===== config.mk =====
export PLATFORM = sky130hd
export DESIGN_NAME = inst_rom_loader_flat
export DESIGN_NICKNAME = d
export VERILOG_FILES = /design/src/rtl/inst_rom_loader_pkg.sv /design/src/rtl/inst_rom_loader_if.sv /design/src/rtl/inst_rom_loader_byte_to_word.sv /design/src/rtl/inst_rom_loader.sv /design/src/flat_wrapper.sv
export SDC_FILE = /design/constraint.sdc
export NUM_CORES = 1
export LEC_CHECK = 0
export CORE_AREA = 3 3 139 141
export CTS_CLUSTER_DIAMETER = 40
export CTS_CLUSTER_SIZE = 10
export DETAILED_ROUTE_END_ITERATION = 10
export DIE_AREA = 0 0 142 144
export PLACE_DENSITY = 0.54
export SKIP_CTS_REPAIR_TIMING = 1
export SLEW_MARGIN = 20
export SYNTH_ARGS = -nofsm -noshare
export SYNTH_HDL_FRONTEND = slang
export SYNTH_SLANG_ARGS = --single-unit

===== constraint.sdc =====
create_clock -name clk -period 5.5 [get_ports clk]
set_clock_uncertainty 0.2 [all_clocks]
set_input_delay 1.1 -clock clk [delete_from_list [all_inputs] [get_ports clk]]
set_output_delay 1.1 -clock clk [all_outputs]
set_load 0.05 [all_outputs]

===== src/rtl/inst_rom_loader_pkg.sv =====
// ---------------------------------------------------------------------------
// loader_defs
//   Shared definitions for the instruction-ROM boot loader: the loader FSM
//   state encoding, the byte/word/length widths, and a helper that checks a
//   frame's word count against the ROM capacity.
// ---------------------------------------------------------------------------
package loader_defs;

  localparam int BYTE_W = 8;
  localparam int WORD_W = 32;
  localparam int LEN_W  = 16;

  typedef enum logic [2:0] {
    ST_LEN_HI = 3'd0,
    ST_LEN_LO = 3'd1,
    ST_DATA   = 3'd2,
    ST_CSUM   = 3'd3,
    ST_DONE   = 3'd4,
    ST_ERR    = 3'd5
  } state_e;

  // True when a frame asks for more words than a 2^addr_w-word ROM holds.
  // The comparison is done one bit wider than the length so that a full
  // 2^LEN_W capacity is still representable.
  function automatic logic len_too_big(input logic [LEN_W-1:0] n,
                                       input int               addr_w);
    return {1'b0, n} > ((LEN_W + 1)'(1) << addr_w);
  endfunction

endpackage


===== src/rtl/inst_rom_loader_if.sv =====
// ---------------------------------------------------------------------------
// inst_rom_loader_if
//   Bundles the loader's byte-stream input and its ROM write port.
//   Ports (by modport):
//     master : the side that feeds bytes and observes the ROM write port
//              (byte source / top-level glue).
//     slave  : the loader itself; consumes s_valid/s_data, drives s_ready
//              and the rom_we/rom_addr/rom_data write strobe.
// ---------------------------------------------------------------------------
interface inst_rom_loader_if
  import loader_defs::*;
#(
  parameter int ADDR_W = 10
) ();

  logic              s_valid;
  logic [BYTE_W-1:0] s_data;
  logic              s_ready;

  logic              rom_we;
  logic [ADDR_W-1:0] rom_addr;
  logic [WORD_W-1:0] rom_data;

  modport master (
    output s_valid, s_data,
    input  s_ready, rom_we, rom_addr, rom_data
  );

  modport slave (
    input  s_valid, s_data,
    output s_ready, rom_we, rom_addr, rom_data
  );

endinterface


===== src/rtl/inst_rom_loader_byte_to_word.sv =====
// ---------------------------------------------------------------------------
// byte_to_word
//   Packs a byte stream into big-endian 32-bit words. The first byte of a
//   word ends up in bits [31:24]. word_valid/word are combinational and
//   asserted in the same cycle the 4th byte is presented, so the caller can
//   register them together with its own write address.
//   Ports:
//     clk, rst    : clock, synchronous active-low reset
//     clear       : drop any partial word (restart of a frame)
//     byte_valid  : byte_in is consumed this cycle
//     byte_in     : stream byte
//     word_valid  : 4th byte of a word is being consumed this cycle
//     word        : assembled word, valid with word_valid
// ---------------------------------------------------------------------------
module byte_to_word
  import loader_defs::*;
(
  input  logic              clk,
  input  logic              rst,
  input  logic              clear,
  input  logic              byte_valid,
  input  logic [BYTE_W-1:0] byte_in,
  output logic              word_valid,
  output logic [WORD_W-1:0] word
);

  localparam int SHIFT_W = WORD_W - BYTE_W;

  logic [1:0]         cnt_q,   cnt_d;
  logic [SHIFT_W-1:0] shift_q, shift_d;

  // The three earlier bytes sit in shift_q; the current byte completes it.
  assign word = {shift_q, byte_in};

  // NOTE: every signal driven here gets its default first, so no path can
  // leave one unassigned and infer a latch.
  always_comb begin
    cnt_d      = cnt_q;
    shift_d    = shift_q;
    word_valid = 1'b0;
    if (clear) begin
      cnt_d   = '0;
      shift_d = '0;
    end else if (byte_valid) begin
      shift_d    = {shift_q[SHIFT_W-BYTE_W-1:0], byte_in};
      cnt_d      = cnt_q + 2'd1;
      word_valid = (cnt_q == 2'd3);
    end
  end

  // NOTE: clocked state uses non-blocking assignments so every flop samples
  // the pre-edge values of the others.
  always_ff @(posedge clk) begin
    if (!rst) begin
      cnt_q   <= '0;
      shift_q <= '0;
    end else begin
      cnt_q   <= cnt_d;
      shift_q <= shift_d;
    end
  end

endmodule


===== src/rtl/inst_rom_loader.sv =====
// ---------------------------------------------------------------------------
// inst_rom_loader
//   Boot-time writer for the instruction ROM. Receives a frame
//     LEN_HI LEN_LO {4*N data bytes, big-endian words} CSUM
//   writes the N words to ROM addresses 0..N-1 and releases the CPU core
//   from reset once the checksum (data bytes + CSUM == 0 mod 256) holds.
//   Ports:
//     clk, rst : clock, synchronous active-low reset
//     bus      : slave side of inst_rom_loader_if (byte stream in,
//                ROM write port out; rom_* registered, one-cycle rom_we)
//     reload   : restart loading, honoured only in DONE/ERR
//     cpu_rst  : active-high CPU reset, released only after a good frame
//     done     : frame loaded and verified
//     err      : length or checksum error
//   ADDR_W must not exceed the 16-bit length field.
// ---------------------------------------------------------------------------
module inst_rom_loader
  import loader_defs::*;
#(
  parameter int ADDR_W = 10
) (
  input  logic             clk,
  input  logic             rst,
  inst_rom_loader_if.slave bus,
  input  logic             reload,
  output logic             cpu_rst,
  output logic             done,
  output logic             err
);

  state_e            state_q,    state_d;
  logic [LEN_W-1:0]  len_q,      len_d;
  logic [LEN_W-1:0]  word_cnt_q, word_cnt_d;
  logic [BYTE_W-1:0] sum_q,      sum_d;
  logic              rom_we_q,   rom_we_d;
  logic [ADDR_W-1:0] rom_addr_q, rom_addr_d;
  logic [WORD_W-1:0] rom_data_q, rom_data_d;
  logic              cpu_rst_q,  cpu_rst_d;
  logic              done_q,     done_d;
  logic              err_q,      err_d;

  logic              s_ready;
  logic              accept;
  logic              reload_go;
  logic              word_valid;
  logic [WORD_W-1:0] word;
  logic [BYTE_W-1:0] csum_total;

  // s_ready is gated by rst so the source sees back-pressure during reset.
  assign s_ready   = rst && (state_q inside {ST_LEN_HI, ST_LEN_LO, ST_DATA, ST_CSUM});
  assign accept    = bus.s_valid && s_ready;
  assign reload_go = reload && (state_q inside {ST_DONE, ST_ERR});
  assign csum_total = sum_q + bus.s_data;

  byte_to_word u_byte_to_word (
    .clk        (clk),
    .rst        (rst),
    .clear      (reload_go),
    .byte_valid (accept && (state_q == ST_DATA)),
    .byte_in    (bus.s_data),
    .word_valid (word_valid),
    .word       (word)
  );

  always_comb begin
    state_d    = state_q;
    len_d      = len_q;
    word_cnt_d = word_cnt_q;
    sum_d      = sum_q;
    rom_we_d   = 1'b0;
    rom_addr_d = rom_addr_q;
    rom_data_d = rom_data_q;
    cpu_rst_d  = cpu_rst_q;
    done_d     = done_q;
    err_d      = err_q;

    unique case (state_q)
      ST_LEN_HI: begin
        if (accept) begin
          len_d   = {bus.s_data, len_q[BYTE_W-1:0]};
          state_d = ST_LEN_LO;
        end
      end

      ST_LEN_LO: begin
        if (accept) begin
          len_d = {len_q[LEN_W-1:BYTE_W], bus.s_data};
          if (len_d == '0) begin
            // Empty program: only the checksum byte follows.
            state_d = ST_CSUM;
          end else if (len_too_big(len_d, ADDR_W)) begin
            state_d = ST_ERR;
            err_d   = 1'b1;
          end else begin
            state_d = ST_DATA;
          end
        end
      end

      ST_DATA: begin
        if (accept) begin
          sum_d = csum_total;
          if (word_valid) begin
            rom_we_d   = 1'b1;
            rom_addr_d = word_cnt_q[ADDR_W-1:0];
            rom_data_d = word;
            word_cnt_d = word_cnt_q + LEN_W'(1);
            if (word_cnt_q == len_q - LEN_W'(1)) begin
              state_d = ST_CSUM;
            end
          end
        end
      end

      ST_CSUM: begin
        if (accept) begin
          if (csum_total == '0) begin
            state_d   = ST_DONE;
            done_d    = 1'b1;
            cpu_rst_d = 1'b0;
          end else begin
            state_d = ST_ERR;
            err_d   = 1'b1;
          end
        end
      end

      ST_DONE, ST_ERR: begin
        if (reload_go) begin
          state_d    = ST_LEN_HI;
          len_d      = '0;
          word_cnt_d = '0;
          sum_d      = '0;
          cpu_rst_d  = 1'b1;
          done_d     = 1'b0;
          err_d      = 1'b0;
        end
      end

      default: state_d = ST_LEN_HI;
    endcase
  end

  always_ff @(posedge clk) begin
    if (!rst) begin
      state_q    <= ST_LEN_HI;
      len_q      <= '0;
      word_cnt_q <= '0;
      sum_q      <= '0;
      rom_we_q   <= 1'b0;
      rom_addr_q <= '0;
      rom_data_q <= '0;
      cpu_rst_q  <= 1'b1;
      done_q     <= 1'b0;
      err_q      <= 1'b0;
    end else begin
      state_q    <= state_d;
      len_q      <= len_d;
      word_cnt_q <= word_cnt_d;
      sum_q      <= sum_d;
      rom_we_q   <= rom_we_d;
      rom_addr_q <= rom_addr_d;
      rom_data_q <= rom_data_d;
      cpu_rst_q  <= cpu_rst_d;
      done_q     <= done_d;
      err_q      <= err_d;
    end
  end

  assign bus.s_ready  = s_ready;
  assign bus.rom_we   = rom_we_q;
  assign bus.rom_addr = rom_addr_q;
  assign bus.rom_data = rom_data_q;
  assign cpu_rst      = cpu_rst_q;
  assign done         = done_q;
  assign err          = err_q;

endmodule


===== src/flat_wrapper.sv =====
// flat-port wrapper written by rule: the top's interface ports become plain ports
module inst_rom_loader_flat import loader_defs::*;
#(
  parameter int ADDR_W = 10
)
  (clk, rst, reload, cpu_rst, done, err, bus_s_valid, bus_s_data, bus_s_ready, bus_rom_we, bus_rom_addr, bus_rom_data);
  inst_rom_loader_if #(.ADDR_W(ADDR_W)) bus_i ();
  input  logic clk;
  input  logic rst;
  input  logic reload;
  output logic cpu_rst;
  output logic done;
  output logic err;
  input wire logic [$bits(bus_i.s_valid)-1:0] bus_s_valid;
  input wire logic [$bits(bus_i.s_data)-1:0] bus_s_data;
  output wire logic [$bits(bus_i.s_ready)-1:0] bus_s_ready;
  output wire logic [$bits(bus_i.rom_we)-1:0] bus_rom_we;
  output wire logic [$bits(bus_i.rom_addr)-1:0] bus_rom_addr;
  output wire logic [$bits(bus_i.rom_data)-1:0] bus_rom_data;
  assign bus_i.s_valid = bus_s_valid;
  assign bus_i.s_data = bus_s_data;
  assign bus_s_ready = bus_i.s_ready;
  assign bus_rom_we = bus_i.rom_we;
  assign bus_rom_addr = bus_i.rom_addr;
  assign bus_rom_data = bus_i.rom_data;
  inst_rom_loader #(.ADDR_W(ADDR_W)) u_core (.clk(clk), .rst(rst), .bus(bus_i), .reload(reload), .cpu_rst(cpu_rst), .done(done), .err(err));
endmodule

==> impl_metrics.yaml, run 1 <==
routing:
  routed_wl_um: 14500
  met1_length_um: 6648
  wl_met2_um: 6872
  dr.max_layer_used: "met4"
  vias: 4753
  drc: 0
  route.met3.wl_um: 538
  viasPerCell: 5.030
  first_pass_iters: 4
  wl_per_cell_um: 15.34
  antenna_left: 0
  drtIter0Drc: 264
placed_design:
  dp_cells: 913
  port_buffers: 58
  place_hpwl_um: 10040
  gp_congestion: 0.8262
power_and_ir_drop:
  power-per-cell-area_nw_per_um2: 320.7
  max-vdd-ir-drop_uv: 202.3
  p_leak_nw: 2.397
synth:
  synth-seq-area-share: 0.4224
  synth_area_um2: 5450
  yosys.area.top_type_share: 0.4224
  syn_inst: 663
  synth_ff_type: "dfxtp_1"
  yosysTopAreaCell: "dfxtp_1"
  synthArstFlopShare: 0
  syn_avg_cell_area_um2: 8.221
  syn_nets: 686
  yosysWarnings: 0
  ys_ff_latch: 115
  synth_edf_count: 0
  yosysUniqueCellTypes: 59
  synthTopCellsByArea: "dfxtp_1 42%, nand2_1 11%, a21boi_0 7.9%"
hold_path:
  hold_depth: 2
  hold_class: "register to register"
setup_path:
  endpoint_kind: "primary output"
  crit_type: "primary input to primary output"
  reg2regPathDepth: 8
  crit_arrival_ns: 2.24
  cp_max_fo: 3
  cp.required_ns: 4.20
  startpoint_type: "primary input"
sta:
  slew_headroom: 0.4317
  rsz0062_at_grt: "no"
  setup_viol: 0
  hold_viol: 0
  finalMaxSlewViolations: 0
  fin_crit_sh: 0.6439
  fmax_mhz: 282.4
  tns_ns: 0
  min_period_ns: 3.541
  worst_pin_slew_ns: 0.8446
global_routing:
  grt_pass1_wl_um: 23870
  antenna_found_initial: 0
  grt_pass1_vias: 4686
  grt_overflow: 0
  grt_max_degree: 73
  grt_use_total: 0.1469
die:
  core_area_um2: 18090
  start_util: 0.3013
  io_pins: 59
  rows: 49
  dieArea_um2: 20450
  die_w_um: 142
  die_h_um: 144
clocking:
  clock_latency_ns: 0.42
  root_buffer: "clkbuf_16"
  clock_sinks: 115
  clock_tree.buffer_depth: 2
  cts_max_level: 4
  cts_tree: "done"
  cts_buffers: 17
  clk_pin_slew_ns: 0.06
layout:
  area_growth_pct: 24.52
  fin_nets: 726
  final_layout_size_suffix_gt1_frac: 0.06704
  final_common_cell: "nand2_1"
  final_cell_mix: "166 x nand2_1, 115 x dfxtp_1, 57 x a21boi_0, 57 x clkdlybuf4s50_1, 34 x a21oi_1"
  layoutNonFillerInstCount: 945
  diodes: 0
flow_run:
  drv_cap: 0
status:
  status: "finished, final reports clean"
==> cells in the mapped netlist, types with 2 or more instances <==
library cell and instances:
ha_1 10, or3_1 3, nor2_1 27, dfxtp_1 115
xnor2_1 20, o2111a_1 2, xor2_1 19, o31ai_1 3
o21bai_1 2, or4_4 2, clkbuf_1 34, a21oi_1 35
mux2i_1 4, a21boi_0 57, and3b_1 2, o21ai_0 7
nor2b_1 19, nand2_1 166, o21a_1 5, a21o_1 3
a31oi_1 11, nor4_1 6, and2_1 6, buf_2 2
nand4_1 5, o211ai_1 3, buf_6 2, o311ai_0 2
inv_1 15, and4_1 4, nand3_1 24, nor3_1 12
nand2b_1 2, nor3b_1 3, and3_1 3, o211a_1 2
buf_1 4
==> worst max-delay path, cell delays in order <==
cell and delay (ns):
buf_2 0.09, nand2_1 0.16, inv_1 0.09, clkdlybuf4s50_1 0.80
==> per-stage QoR <==
stage          instance area [um^2]  hold slack, ns  total power [mW]  setup WS (ns)    util
3_5_place_dp                   6162          0.2515             1.036          1.632  0.3407
4_1_cts                        6783          0.2602             2.202          1.941  0.3750
6_report                       6787          0.2565             2.176          1.959  0.3752
3_3_place_gp                   6162          0.2457             1.033          1.685  0.3407
5_1_grt                        6787          0.2844             2.257          1.865  0.3752
2_1_floorplan                  5450          0.2366            0.9884          2.504       -
==> worst paths after layout <==
| check | startpoint | end | slack, ns |
|---|---|---|---|
| max | rst | bus_s_ready | 1.96 |
| min | u_core.u_byte_to_word.shift_q[17] | u_core.u_byte_to_word.shift_q[17] | 0.26 |
| max reg2reg | u_core.len_q[0] | u_core.state_q[0] | 2.54 |
| min reg2reg | u_core.u_byte_to_word.shift_q[17] | u_core.u_byte_to_word.shift_q[17] | 0.26 |
==> cells by family after synthesis <==
| logic type | count (synthesis) | share of synthesized area |
|---|---|---|
| compound gates | 144 | 0.1850 |
| flops | 115 | 0.4224 |
| fa+ha+maj | 11 | 0.02663 |
| simple gates | 292 | 0.2498 |
| buf+inv | 58 | 0.04614 |
| mux | 4 | 0.007346 |
| xor+xnor | 39 | 0.06267 |
==> report_power, final <==
part	switching (mW)	internal (mW)
Clock	0.431	0.726
Sequential	0.0170	0.843
Combinational	0.0955	0.0635
Total	0.544	1.63
==> metal layers <==
metal	GRT usage	up-vias
met5	0	-
met4	0.06818	0
met3	0.03042	35
met2	0.2427	113
met1	0.1842	2252
li1	-	2353
==> cell type report <==
type | instances | area (um^2)
multi-input cells | 490 | 2900
clock inverters | 15 | 195.2
flip-flops and latches | 115 | 2302
well taps | 229 | 286.5
fillers | 1812 | 11300
inverters | 15 | 56.30
repair buffers | 64 | 620.6
clock buffers | 17 | 425.4
==> flip-flops by register name, summed over array words and instances, names as in the netlist <==
signal                         count
u_core.cpu_rst                     1
u_core.done                        1
u_core.word_cnt_q                 16
u_core.state_q                     3
u_core.bus.rom_data               32
u_core.bus.rom_we                  1
u_core.err                         1
u_core.len_q                      16
u_core.bus.rom_addr               10
u_core.sum_q                       8
u_core.u_byte_to_word.cnt_q        2
u_core.u_byte_to_word.shift_q     24
Note: power is estimated with default switching activity, not from simulation.
==> run 2, diff against run 1 <==
--- a/config.mk
+++ b/config.mk
@@ -10,7 +10,7 @@
 export CTS_CLUSTER_SIZE = 10
 export DETAILED_ROUTE_END_ITERATION = 10
 export DIE_AREA = 0 0 142 144
-export PLACE_DENSITY = 0.54
+export PLACE_DENSITY = 0.56
 export SKIP_CTS_REPAIR_TIMING = 1
 export SLEW_MARGIN = 20
 export SYNTH_ARGS = -nofsm -noshare
==> constraint.sdc (replaced) <==
create_clock -name clk -period 2.95 [get_ports clk]
set_clock_uncertainty 0.2 [all_clocks]
set_input_delay 0.59 -clock clk [delete_from_list [all_inputs] [get_ports clk]]
set_output_delay 0.59 -clock clk [all_outputs]
set_load 0.05 [all_outputs]
==> run 2 against run 1 <==
Clock power increased by 88%. Count of clock-buffer cells in the layout rose by 1. Die area unchanged. Sequential power is 86% higher. Sequential share of layout area decreased by 1.0 points. Utilization is 1.2 points higher. First-iteration DRC count shrank 9.1%. Largest cell class unchanged.
==> impl_metrics.yaml, run 2 (same netlist as run 1, synthesis figures left out) <==
status:
  status: "finished, final reports clean"
sta:
  worst_pin_slew_ns: 0.8586
  fin_crit_sh: 0.9399
  fmax_mhz: 360.7
  min_period_ns: 2.773
  slew_headroom: 0.4232
  hold_viol: 0
  rsz0062_at_grt: "no"
  setup_viol: 0
  finalMaxSlewViolations: 0
die:
  start_util: 0.3013
  dieArea_um2: 20450
  rows: 49
  die_h_um: 144
  io_pins: 59
  core_area_um2: 18090
  die_w_um: 142
routing:
  first_pass_iters: 5
  drc: 0
  wl_per_cell_um: 14.85
  viasPerCell: 4.828
  vias: 4669
  drtIter0Drc: 240
  routed_wl_um: 14360
  antenna_left: 0
setup_path:
  cp_max_fo: 6
  endpoint_kind: "register"
  critPathMaxStageDelay_ns: 0.51
  cp.required_ns: 3.09
  cp_num_buf_inv: 1
  crit_type: "register to register"
  r2r_slack_ns: 0.18
  cp_cell_sequence: "inv_1 -> ha_2 -> or3b_2 -> nor4_1 -> nand3_1 -> a2111o_1 -> o31ai_4 -> mux2i_1"
  crit_slowest_cell: "or3b_2"
  startpoint_type: "register"
  crit_arrival_ns: 2.92
  crit_family: "simple AND/OR/NAND/NOR gates"
layout:
  diodes: 0
  fill_cells: 1859
  fin_nets: 750
  multi_input_area_um2: 2913
  final_layout_size_suffix_gt1_frac: 0.09756
  area_growth_pct: 28.47
  final_cell_mix: "166 x nand2_1, 115 x dfxtp_1, 57 x a21boi_0, 56 x clkdlybuf4s50_1, 35 x a21oi_1"
  final_common_cell: "nand2_1"
  largest_register_ffs: 32
  area.sequential_um2: 2302
  layoutNonFillerInstCount: 967
placed_design:
  place_hpwl_um: 9968
  port_buffers: 58
  dp_cells: 937
  gp_congestion: 0.8349
power_and_ir_drop:
  max-vdd-ir-drop_uv: 398.2
  power-per-cell-area_nw_per_um2: 585.9
  total_power_mw: 4.102
  p_leak_nw: 2.522
hold_path:
  hold_class: "register to register"
clocking:
  clock_sinks: 115
  clock_latency_ns: 0.41
  root_buffer: "clkbuf_16"
  clock_tree.buffer_depth: 2
  cts_tree: "done"
  clk_pin_slew_ns: 0.06
  cts_buffers: 17
  cts_max_level: 4
global_routing:
  grt_pass1_vias: 4627
  grt_pass1_wl_um: 23940
  antenna_found_initial: 0
  grt_max_degree: 60
  grt_use_total: 0.1475
  grt_overflow: 0
flow_run:
  drv_cap: 0
## run 2: routing by layer
| layer | global-route usage | part of all wire | vias to the layer above |
|---|---|---|---|
| li1 | - | - | 2400 |
| met1 | 0.1942 | 0.49 | 2167 |
| met2 | 0.2375 | 0.46 | 82 |
| met3 | 0.03406 | 0.032 | 20 |
| met4 | 0.05303 | 0.020 | 0 |
| met5 | 0 | 0 | - |
## run 2: final timing paths
check	depth (start not counted)	start	end
hold reg to reg	2	u_core.u_byte_to_word.shift_q[19]	u_core.u_byte_to_word.shift_q[19]
setup reg to reg	8	u_core.len_q[0]	u_core.state_q[0]
hold / removal	2	u_core.u_byte_to_word.shift_q[19]	u_core.u_byte_to_word.shift_q[19]
setup / recovery	8	u_core.len_q[0]	u_core.state_q[0]
## run 2: layout make-up
| cell class | count | share of cell area |
|---|---|---|
| Inverter | 15 | 0.008041 |
| Timing Repair Buffer | 88 | 0.1176 |
| Multi-Input combinational cell | 490 | 0.4160 |
| Clock inverter | 12 | 0.02591 |
| Sequential cell | 115 | 0.3288 |
| Clock buffer | 18 | 0.06272 |
| Tap cell | 229 | 0.04092 |
## run 2: worst reg2reg max path, delay by kind of cell, from the launching register on
kind,cells,cell delay [ns]
fa+ha+maj,1,0.23
buf+inv,1,0.10
compound gates,2,0.72
simple gates,3,0.90
flops,1,0.36
mux,1,0.20
## run 2: stage by stage
stage	TNS, ns	area (um^2)	setup slack, ns	hold slack (ns)	util
global placement	-0.4879	6370	-0.1643	0.2460	0.3522
global route	0	7002	0.04027	0.2827	0.3871
CTS	0	6990	0.1085	0.2582	0.3865
detailed placement	-0.6551	6370	-0.1938	0.2494	0.3522
floorplan	0	5450	0.4301	0.2366	-
finish	0	7002	0.1774	0.2584	0.3871
## run 2: power by group
| part | switching, mW | internal (mW) |
|---|---|---|
| Clock | 0.748 | 1.43 |
| Combinational | 0.187 | 0.139 |
| Sequential | 0.0263 | 1.57 |
| Total | 0.960 | 3.14 |
